`src/rtl/hive_thrd_seq.sv`:
```
// Round-robin PC sequencer for the barrel pipeline: issues one thread per enabled clock,
// retires each thread's flow-control decision LAT clocks later, and injects clear/irq vectors.
module hive_thrd_seq #(
    parameter int              THRDS      = 8,
    parameter int              PC_W       = 16,
    parameter int              LAT        = 4,
    parameter logic [PC_W-1:0] CLR_BASE   = 'h0000,
    parameter logic [PC_W-1:0] IRQ_BASE   = 'h0020,
    parameter logic [PC_W-1:0] VEC_STRIDE = 'h0004
) (
    input  logic                     clk_i,
    input  logic                     rst_i,
    input  logic                     en_i,
    input  logic [THRDS-1:0]         clr_req_i,
    input  logic [THRDS-1:0]         irq_req_i,
    input  logic                     jmp_i,
    input  logic                     res_i,
    input  logic [PC_W-1:0]          tgt_i,
    input  logic                     rti_i,
    output logic [$clog2(THRDS)-1:0] thrd_o,
    output logic [PC_W-1:0]          pc_o,
    output logic                     pc_vld_o,
    output logic [THRDS-1:0]         isr_act_o,
    output logic [THRDS-1:0]         clr_ack_o,
    output logic [THRDS-1:0]         irq_ack_o
);

    localparam int THRD_W = $clog2(THRDS);
    localparam logic [PC_W-1:0]   PC_ONE  = 1;
    localparam logic [THRD_W-1:0] CNT_ONE = 1;

    function automatic logic [PC_W-1:0] vec(input logic [PC_W-1:0] base,
                                            input logic [THRD_W-1:0] idx);
        return base + PC_W'(idx) * VEC_STRIDE;
    endfunction

    logic [THRD_W-1:0] cnt;
    logic [PC_W-1:0]   pc      [THRDS];
    logic [PC_W-1:0]   ret     [THRDS];
    logic [PC_W-1:0]   pc_nxt  [THRDS];
    logic [PC_W-1:0]   ret_nxt [THRDS];
    logic [THRDS-1:0]  isr_act, clr_pnd, irq_pnd;
    logic [THRDS-1:0]  isr_nxt, clr_nxt, irq_nxt;
    logic              do_clr, do_irq;

    // retire tag: the issue outputs seen LAT clocks earlier
    logic [THRD_W-1:0] rt_thrd;
    logic [PC_W-1:0]   rt_pc;
    logic              rt_vld;

    if (LAT == 1) begin : g_nopipe
        assign rt_thrd = thrd_o;
        assign rt_pc   = pc_o;
        assign rt_vld  = pc_vld_o;
    end else begin : g_pipe
        logic [THRD_W-1:0] thrd_p [LAT-1];
        logic [PC_W-1:0]   pc_p   [LAT-1];
        logic [LAT-2:0]    vld_p;

        always_ff @(posedge clk_i or posedge rst_i) begin
            if (rst_i) vld_p <= '0;
            else       vld_p <= {vld_p[LAT-2:0], pc_vld_o} [LAT-2:0];
        end

        always_ff @(posedge clk_i) begin
            thrd_p[0] <= thrd_o;
            pc_p[0]   <= pc_o;
            for (int k = 1; k < LAT-1; k++) begin
                thrd_p[k] <= thrd_p[k-1];
                pc_p[k]   <= pc_p[k-1];
            end
        end

        assign rt_thrd = thrd_p[LAT-2];
        assign rt_pc   = pc_p[LAT-2];
        assign rt_vld  = vld_p[LAT-2];
    end

    // Retire and issue never hit the same thread, so both updates merge here.
    always_comb begin
        pc_nxt  = pc;
        ret_nxt = ret;
        isr_nxt = isr_act;
        clr_nxt = clr_pnd;
        irq_nxt = irq_pnd;
        do_clr  = en_i & clr_pnd[cnt];
        do_irq  = en_i & ~clr_pnd[cnt] & irq_pnd[cnt] & ~isr_act[cnt];

        if (rt_vld) begin
            if (rti_i && isr_act[rt_thrd]) begin
                pc_nxt[rt_thrd]  = ret[rt_thrd];
                isr_nxt[rt_thrd] = 1'b0;
            end else if (jmp_i && res_i) begin
                pc_nxt[rt_thrd] = tgt_i;
            end else begin
                pc_nxt[rt_thrd] = rt_pc + PC_ONE;
            end
        end

        if (do_clr) begin
            pc_nxt[cnt]  = vec(CLR_BASE, cnt);
            isr_nxt[cnt] = 1'b0;
            clr_nxt[cnt] = 1'b0;
            irq_nxt[cnt] = 1'b0;
        end else if (do_irq) begin
            ret_nxt[cnt] = pc[cnt];
            pc_nxt[cnt]  = vec(IRQ_BASE, cnt);
            isr_nxt[cnt] = 1'b1;
            irq_nxt[cnt] = 1'b0;
        end

        // requests landing in the service clock survive to the next round
        clr_nxt = clr_nxt | clr_req_i;
        irq_nxt = irq_nxt | irq_req_i;
    end

    always_ff @(posedge clk_i or posedge rst_i) begin
        if (rst_i) begin
            cnt       <= '0;
            thrd_o    <= '0;
            pc_o      <= '0;
            pc_vld_o  <= 1'b0;
            clr_ack_o <= '0;
            irq_ack_o <= '0;
            isr_act   <= '0;
            clr_pnd   <= '0;
            irq_pnd   <= '0;
            for (int n = 0; n < THRDS; n++) begin
                pc[n]  <= vec(CLR_BASE, THRD_W'(n));
                ret[n] <= '0;
            end
        end else begin
            pc        <= pc_nxt;
            ret       <= ret_nxt;
            isr_act   <= isr_nxt;
            clr_pnd   <= clr_nxt;
            irq_pnd   <= irq_nxt;
            clr_ack_o <= THRDS'(do_clr) << cnt;
            irq_ack_o <= THRDS'(do_irq) << cnt;
            pc_vld_o  <= en_i & ~do_clr & ~do_irq;
            if (en_i) begin
                cnt    <= cnt + CNT_ONE;
                thrd_o <= cnt;
                if (!do_clr && !do_irq) pc_o <= pc[cnt];
            end
        end
    end

    assign isr_act_o = isr_act;

endmodule
```
`config.mk`:
```
export PLATFORM = sky130hd
export DESIGN_NAME = hive_thrd_seq
export DESIGN_NICKNAME = d
export VERILOG_FILES = /design/src/rtl/hive_thrd_seq.sv
export SDC_FILE = /design/constraint.sdc
export NUM_CORES = 1
export LEC_CHECK = 0
export CORE_UTILIZATION = 35
export DETAILED_ROUTE_END_ITERATION = 16
export GPL_ROUTABILITY_DRIVEN = 0
export HOLD_SLACK_MARGIN = 0.15
export PLACE_DENSITY_LB_ADDON = 0.1
export SYNTH_ARGS = -nofsm -noshare
export SYNTH_HDL_FRONTEND = slang
export SYNTH_SLANG_ARGS = --single-unit
```
`constraint.sdc`:
```
create_clock -name clk_i -period 32.9 [get_ports clk_i]
set_clock_uncertainty 0.1 [all_clocks]
set_input_delay 6.58 -clock clk_i [delete_from_list [all_inputs] [get_ports clk_i]]
set_output_delay 6.58 -clock clk_i [all_outputs]
set_load 0.02 [all_outputs]
```
==> results of run 1 <==
[cell usage in the layout, fill, tap and decap left out, types with 30 or more instances in the layout]
| cell | count |
|---|---|
| nand2_1 | 167 |
| clkbuf_16 | 45 |
| a21oi_1 | 114 |
| mux2_2 | 56 |
| o21ai_0 | 56 |
| clkdlybuf4s50_1 | 81 |
| dfxtp_1 | 54 |
| dfrtp_1 | 307 |
| nor2_1 | 168 |
| o211ai_1 | 30 |
| mux2i_1 | 45 |
| a211oi_1 | 59 |
| inv_1 | 32 |
[report_power, final]
group	internal [mW]	switching (mW)	total, mW
clock	0.302	0.204	0.506
combinational	0.296	0.542	0.838
sequential	0.652	0.110	0.762
[kinds of logic after synthesis]
| logic type | Yosys count | synth area share |
|---|---|---|
| multiplexers | 132 | 0.104 |
| XOR/XNOR | 14 | 0.00741 |
| buffers and inverters | 136 | 0.0393 |
| adder cells (fa/ha/maj) | 2 | 0.00151 |
| AO/OA/AOI/OAI | 417 | 0.170 |
| AND/OR/NAND/NOR | 454 | 0.121 |
| flip-flops | 379 | 0.556 |
[routing by layer]
layer | wire length [µm] | track usage | part of all wire
met1 | 25800 | 0.338 | 0.47
met2 | 25200 | 0.358 | 0.46
met3 | 2280 | 0.0277 | 0.042
met4 | 1320 | 0.0750 | 0.024
met5 | 0 | 0 | 0
[per-stage QoR]
step / total power [mW] / std cells / hold slack [ps] / setup WS, ps
floorplan: 1.28 / 1534 / 210 / 17330
global placement: 1.60 / 2149 / 211 / 23210
detailed placement: 1.61 / 2149 / 212 / 23200
CTS: 2.12 / 2228 / 223 / 23810
global route: 2.22 / 2228 / 229 / 23520
finish: 2.11 / 2228 / 220 / 23880
[worst max-delay path by stage]
stage / startpoint / end / slack (ps) / cells after the start
after CTS: rst_i / pc[50]$_DFF_PP0_ / 23810 / 4
after detailed placement: rst_i / pc[29]$_DFF_PP0_ / 23200 / 4
after global placement: rst_i / pc[29]$_DFF_PP0_ / 23210 / 4
after floorplan: rst_i / clr_ack_o[0]$_DFF_PP0_ / 17330 / 1
after global routing: rst_i / pc[44]$_DFF_PP0_ / 23520 / 4
final: rti_i / pc[105]$_DFF_PP0_ / 23880 / 5
[registers in the layout, summed over array words and instances, names as in the netlist, 9 cells and up]
name	cells
g_pipe.pc_p	48
pc_o	16
ret	128
g_pipe.thrd_p	9
pc	128
[synth_stat cells, types with 8 or more instances]
cell type  instances
a221oi_1          20
o21ai_1           13
a31oi_1            8
mux2_2            56
nor3_1             9
o21ai_0           56
a311oi_1          12
a22oi_1           11
inv_1             33
dfxtp_1           57
a21oi_2            9
o22ai_1            8
o211ai_1          30
and2_1            18
a21oi_1          117
nand2_1          167
nor2_1           171
mux2i_1           45
nand3_1           24
dfrtp_1          310
or3_1             15
nor2b_1           15
buf_2             39
a21o_1            15
xnor2_1           11
dfstp_2           12
mux4_2            24
o31ai_1           16
clkbuf_1          37
buf_4             11
a211oi_1          59
[cell type report]
class	count	share of cell area
inverters	35	0.00717
well taps	607	0.0392
clock inverters	16	0.0115
multi-input cells	1019	0.348
flip-flops and latches	379	0.476
repair buffers	109	0.0527
clock buffers	63	0.0657
[critical path, delay by kind of cell]
family | cells | cell delay (ps)
AOI/OAI and AO/OA | 2 | 840
buffers and inverters | 2 | 1060
muxes | 1 | 810
==> results.json, run 1 <==
{
  "status": "complete, but fails checks",
  "violations": "DRC",
  "dr.pass1.iters": 11,
  "hold_viol": 0,
  "path_cells": "clkdlybuf4s50_1, inv_1, a21oi_4, mux2i_1, a211oi_1",
  "reg2reg_slack_ps": 28930,
  "grt_usage": 0.232,
  "core_um2": 46700,
  "clock_latency_ps": 580,
  "critPathLaunchType": "primary input",
  "dpl.hpwl_um": 35300,
  "cpPeakStageDelay_ps": 860,
  "peakVddDrop_uv": 38.9,
  "antenna_found_initial": 0,
  "vias": 12200,
  "hold_start": "g_pipe.pc_p[0][21]$_DFF_P_",
  "placed_area_um2": 17900,
  "synth-main-ff-cell": "dfrtp_1",
  "timing.fmax_mhz": 111,
  "portBuffers": 81,
  "cts_hold_buf": 0,
  "grt_pass1_vias": 12100,
  "rows": 79,
  "drv_slew": 0,
  "criticalPathCategory": "in -> reg",
  "synth_edf_count": 0,
  "worstReg2RegEnd": "pc[42]$_DFF_PP0_",
  "grt_setup_unrepaired": "false",
  "postSynthAreaPerCell_um2": 10.8,
  "async_flop_share": 0.850,
  "cts-resized-gates": 0,
  "die_y_um": 220,
  "slew_headroom": 0.227,
  "syn_nets": 1574,
  "tns_ps": 0,
  "yosysSeqAreaShare": 0.556,
  "nets": 1629,
  "die_w_um": 220,
  "ys_seq_elements": 379,
  "drive_above_1_share": 0.152,
  "drtIter0Drc": 952,
  "hold_class": "reg -> reg",
  "critPathCaptureType": "flop",
  "fillers": 4582,
  "cts.root.buffer_cell": "clkbuf_16",
  "yosysTopAreaCell": "dfrtp_1",
  "syn_area_um2": 16600,
  "multi_input_area_um2": 6740,
  "clock_sinks": 379,
  "drc": 4,
  "period_share": 0.274,
  "grt_pass1_wl_um": 82300,
  "yosys-top-cells-area": "dfrtp_1, dfxtp_1, nor2_1",
  "grt_max_degree": 125,
  "path_max_fanout": 23,
  "drt-total-wl_um": 54700,
  "timing.rr.start": "g_pipe.thrd_p[0][7]$_DFF_P_",
  "cts_max_level": 2,
  "yosysTopAreaCellShare": 0.469,
  "p_per_area_nw_per_um2": 109,
  "synthCells": 1534,
  "fin_util": 0.415,
  "cp_slowest_cell": "clkdlybuf4s50_1",
  "maxCapViolations": 0,
  "grt_overflow": 0,
  "synth.distinct_cells": 82,
  "numCtsBuffers": 45,
  "cts.reportedPaths.clkPinSlew_ps": 60,
  "required_ps": 33200,
  "period_needed_ps": 9020,
  "arrival_ps": 9320,
  "hold_path_end": "g_pipe.pc_p[0][37]$_DFF_P_",
  "r2r_cells": 7,
  "seqCellArea_um2": 9220,
  "wl_per_cell_um": 24.5,
  "setup_viol": 0,
  "initial_utilization": 0.355,
  "post-cts-setup-buffers": 0,
  "die_area_um2": 48200,
  "syn_to_final_growth_pct": 17.0,
  "synth_warnings": 0,
  "hold_path_depth": 0,
  "postLayoutCellArea_um2": 19400,
  "clockBufferDepth": 3,
  "via_per_inst": 5.50,
  "pin_count": 82,
  "cts_tree": "done",
  "drtAntennaViolNets": 0,
  "leakage_nw": 8.32,
  "antennaDiodeCount": 0,
  "worstMarginPinSlew_ps": 1160
}
Note: power is estimated with default switching activity, not from simulation.
==> run 2, diff against run 1 <==
==> constraint.sdc (replaced) <==
create_clock -name clk_i -period 8.8 [get_ports clk_i]
set_clock_uncertainty 0.1 [all_clocks]
set_input_delay 1.76 -clock clk_i [delete_from_list [all_inputs] [get_ports clk_i]]
set_output_delay 1.76 -clock clk_i [all_outputs]
set_load 0.02 [all_outputs]
==> results.json, run 2 (synthesis gave the netlist of run 1 again) <==
{
  "status": "complete, but fails checks",
  "violations": "DRC",
  "dp.cells": 2149,
  "worstMarginPinSlew_ps": 1260,
  "fillers": 4555,
  "hold_viol": 0,
  "antennaDiodeCount": 0,
  "intPower_mw": 4.65,
  "p_switching_mw": 3.19,
  "wl_per_cell_um": 24.6,
  "clockBufferDepth": 3,
  "tns_ps": 0,
  "slew_headroom": 0.156,
  "hold_class": "reg -> reg",
  "timing.fmax_mhz": 236,
  "instances_no_fill": 2231,
  "leakage_nw": 8.33,
  "final_cell_mix": "dfrtp_1, nor2_1, nand2_1",
  "cts_max_level": 2,
  "r2r_cells": 7,
  "setup_viol": 0,
  "grt_pass1_wl_um": 82100,
  "dr.pass1.iters": 11,
  "fin_util": 0.415,
  "grt_pass1_vias": 12300,
  "finalPower_mw": 7.84,
  "switching_share": 0.407,
  "cpPeakStageDelay_ps": 890,
  "rows": 79,
  "antenna_found_initial": 0,
  "drc": 2,
  "vias": 12300,
  "postLayoutCellArea_um2": 19400,
  "path_max_fanout": 23,
  "grt_max_degree": 183,
  "nets": 1628,
  "largestRegisters": "pc x128, ret x128, g_pipe.pc_p x48",
  "criticalPathCategory": "in -> reg",
  "cts_tree": "done",
  "clock_latency_ps": 580,
  "pwr-share-clk": 0.236,
  "die_w_um": 220,
  "pwr-share-comb": 0.403,
  "drtIter0Drc": 1009,
  "grt_overflow": 0,
  "core_um2": 46700,
  "cts-resized-gates": 0,
  "cts_hold_buf": 0,
  "syn_to_final_growth_pct": 17.0,
  "period_share": 0.482,
  "cp_slowest_cell": "clkdlybuf4s50_1",
  "critPathCaptureType": "flop",
  "period_needed_ps": 4240,
  "final_common_cell": "dfrtp_1",
  "drive_above_1_share": 0.150,
  "arrival_ps": 4520,
  "dpl.hpwl_um": 34800,
  "grt_usage": 0.232,
  "placed_area_um2": 17900,
  "cts.reportedPaths.clkPinSlew_ps": 60,
  "critPathLaunchType": "primary input",
  "drv_slew": 0,
  "drt-total-wl_um": 54800,
  "hold_path_depth": 0,
  "pin_count": 82,
  "path_cells": "clkdlybuf4s50_1, inv_1, a21oi_4, mux2i_1, a211oi_1",
  "portBuffers": 81,
  "grt_setup_unrepaired": "false",
  "clock_sinks": 379,
  "die_area_um2": 48200,
  "peakVddDrop_uv": 200,
  "cts.root.buffer_cell": "clkbuf_16",
  "numCtsBuffers": 44,
  "required_ps": 9080,
  "drtAntennaViolNets": 0,
  "post-cts-setup-buffers": 0,
  "seqPwrFrac": 0.361,
  "p_per_area_nw_per_um2": 405,
  "via_per_inst": 5.51,
  "initial_utilization": 0.355,
  "die_y_um": 220,
  "maxCapViolations": 0
}
run 2: cell count changes in the layout (fill, tap and decap cells not counted), sizes merged:
cell      previous run  this run
bufinv               4         2
clkbuf              63        72
clkinvlp             5         1
run 2: power by group through the flow:
| stage | sequential (mW) | combinational [mW] | clock, mW |
|---|---|---|---|
| floorplan | 2.81 | 1.99 | 0 |
| global placement | 2.84 | 3.12 | 0 |
| detailed placement | 2.86 | 3.14 | 0 |
| CTS | 2.83 | 3.15 | 1.90 |
| global route | 2.91 | 3.40 | 1.96 |
| finish | 2.83 | 3.16 | 1.85 |
run 2: per-stage QoR:
stage               setup slack, ps  hold WS (ps)
CTS                            4690           225
global placement               4110           210
floorplan                      2660           210
global route                   4440           231
finish                         4560           222
detailed placement             4080           212
run 2: final timing paths:
kind | slack, ps | start | end
setup reg to reg | 4690 | g_pipe.thrd_p[0][8]$_DFF_P_ | pc[42]$_DFF_PP0_
setup / recovery | 4560 | rti_i | pc[41]$_DFF_PP0_
hold / removal | 220 | g_pipe.pc_p[0][8]$_DFF_P_ | g_pipe.pc_p[0][24]$_DFF_P_
min in group asynchronous | 1630 | rst_i | irq_ack_o[1]$_DFF_PP0_
hold reg to reg | 220 | g_pipe.pc_p[0][8]$_DFF_P_ | g_pipe.pc_p[0][24]$_DFF_P_
max in group asynchronous | 5400 | rst_i | pc[89]$_DFF_PP0_
run 2: final cells by class:
class,count,area (µm²),area share
clock buffer,72,1350,0.0696
clock inverter,10,113,0.00581
inverter,35,135,0.00698
multi-input combinational,1019,6740,0.348
sequential,379,9220,0.476
tap,607,759,0.0392
timing repair buffer,109,1050,0.0540
run 2: layer usage:
metal / global-route usage / vias to the layer above / part of all wire
met4: 0.0806 / 0 / 0.028
li1: - / 5632 / -
met3: 0.0345 / 94 / 0.054
met5: 0 / - / 0
met2: 0.361 / 392 / 0.46
met1: 0.328 / 6181 / 0.46
run 2: critical path: cells and delay by family:
family	cells	cell delay, ps
AOI/OAI and AO/OA	2	830
muxes	1	810
buffers and inverters	2	1100
==> edit (config.mk and constraints of run 2) <==
Change the parameter `PC_W` from 16 to 14.
--- a/src/rtl/hive_thrd_seq.sv
+++ b/src/rtl/hive_thrd_seq.sv
@@ -4,3 +4,3 @@
     parameter int              THRDS      = 8,
-    parameter int              PC_W       = 16,
+    parameter int              PC_W       = 14,
     parameter int              LAT        = 4,
Interface: changed (resized pc_o and tgt_i); port bits go from 82 to 78. The function was not compared with the original's and may differ.
==> edit against run 2 <==
  * Synthesized area shrank 12%
  * First-iteration DRC count is 29% lower
  * Sequential cell count shrank 40
  * Synthesized cell count decreased by 9.7%
  * Power fell by 18%
  * Sequential power decreased by 12%
  * Register-to-register slack got worse by 0.08 ns
  * Worst setup slack improved by 0.054 ns
  * Wire length is 11% lower
  * Critical path depth grew 2
  * Cell area is 12% lower
  * Non-clock buffer count grew 2
  * Largest cell class unchanged
==> edit: results (changes against run 2) <==
* Final min period at 4.187 ns (-0.05407 ns)
* Hold WS at 0.2198 ns (-0.002443 ns)
* Mux cell area share after synthesis at 9.413% (-0.99 points)
* Mapped Nets at 1423 (-9.6%)
* Async set-reset flop share out of synthesis at 84.96% (about the same)
* Combinational power at 2.43 mW (-23%)
* Post-synth cell types at 71 (-13%)
* Hold Startpoint: g_pipe.pc_p[0][21]
* Port bufs at 77 (-4.9%)
* Reg2Reg Launch Point: cnt[1]
* Regs by FF count: pc (112), ret (112), g_pipe.pc_p (42)
* DR WL met3 at 2.621 mm (-11%)
* Layout cells sized above 1 at 13.69% (-1.3 points)
* Vias per inst at 5.478 (-0.62%)
* M1 wire length at 22.53 mm (-11%)
* Synth Area in Compound Gates at 16.21% (-0.79 points)
* P_sw at 2.548 mW (-20%)
* Critical path peak fanout at 38 (+65%)
* Max incr delay on CP at 0.94 ns (+0.05 ns)
* CP Class: flip-flop to flip-flop
* Drt pass-1 iters at 6 (-5)
* VDD IR max at 0.1571 mV (-22%)
* Final net count at 1484 (-8.8%)
* Vias in the first global route at 11270 (-8.2%)
* Sequential fraction of design power at 38.5% (+2.4 points)
* Register area share after synthesis at 56.79% (+1.1 points)
* Mapped Cells at 1385 (-9.7%)
* Met1 Resource Use GR at 33.28% (+0.45 points)
* Hold path endpoint: g_pipe.pc_p[0][35]
* R2r endpoint: pc[83]
* Max transition margin at 21.01% (+5.4 points)
* Top post-synthesis cells by count: 276 x dfrtp_1, 216 x nand2_1, 159 x a21oi_1, 126 x nor2_1, 61 x o21ai_0
* Met3 usage at 3.896% (+0.45 points)
* Fillcell total at 3987 (-12%)
* Hold Path Stages at 0 (unchanged)
* Pwr Total at 6.451 mW (-18%)
* Design area at 0.01702 mm^2 (-12%)
* Cell Count, Final, Fillers Out at 2009 (-10%)
* Skew-Pair Late Insertion Delay at 0.55 ns (-0.03 ns)
* HPWL Detailed at 31.37 mm (-10%)
* Dpl cells at 1938 (-9.8%)
* Met2 Wirelength at 22.24 mm (-11%)
* Met2 Track Usage GR at 37.53% (+1.4 points)
* Status: finished clean
* CTS Buf Count at 38 (-14%)
* WP data arrival at 4.44 ns (-0.08 ns)
* Leakage at 7.377 nW (-11%)
* Flop2flop setup slack at 4.61 ns (-0.08 ns)
* Largest net degree at the start of global routing at 152 (-17%)
* Gr usage total at 23.97% (+0.78 points)
* First-pass GRT wire length at 73.84 mm (-10%)
* Final Routed Wirelength at 49.03 mm (-11%)
* Post-Place Worst Slack at 4.375 ns (+0.2907 ns)
* Initial antenna violation count at 2 (+2)
* Crit-path slowest cell: and4_1
[edit: changes by cell type after synthesis, moves of 11 or more]
cell | run 2 | this run
o31ai_1 | 16 | 3
o21ai_1 | 13 | 2
mux2i_1 | 45 | 33
dfrtp_1 | 310 | 276
nand2_1 | 167 | 216
or3_1 | 15 | 2
inv_1 | 33 | 22
a21oi_1 | 117 | 159
a211oi_1 | 59 | 18
o21bai_1 | 2 | 15
nor2_1 | 171 | 126
o211ai_1 | 30 | 11
[edit: cell type report]
type / count / share of cell area (%)
Sequential cell: 339 / 48.45
Multi-Input combinational cell: 932 / 33.88
Clock buffer: 61 / 6.748
Timing Repair Buffer: 111 / 6.174
Tap cell: 532 / 3.910
Inverter: 24 / 0.5513
Clock inverter: 8 / 0.2573
Antenna cell: 2 / 0.02940
[edit: worst max-delay path: cells and delay by family (launching register included)]
family / cells / cell delay (ns)
AO/OA/AOI/OAI: 4 / 1.60
AND/OR/NAND/NOR: 2 / 1.24
buffers and inverters: 1 / 0.53
flip-flops: 1 / 0.49
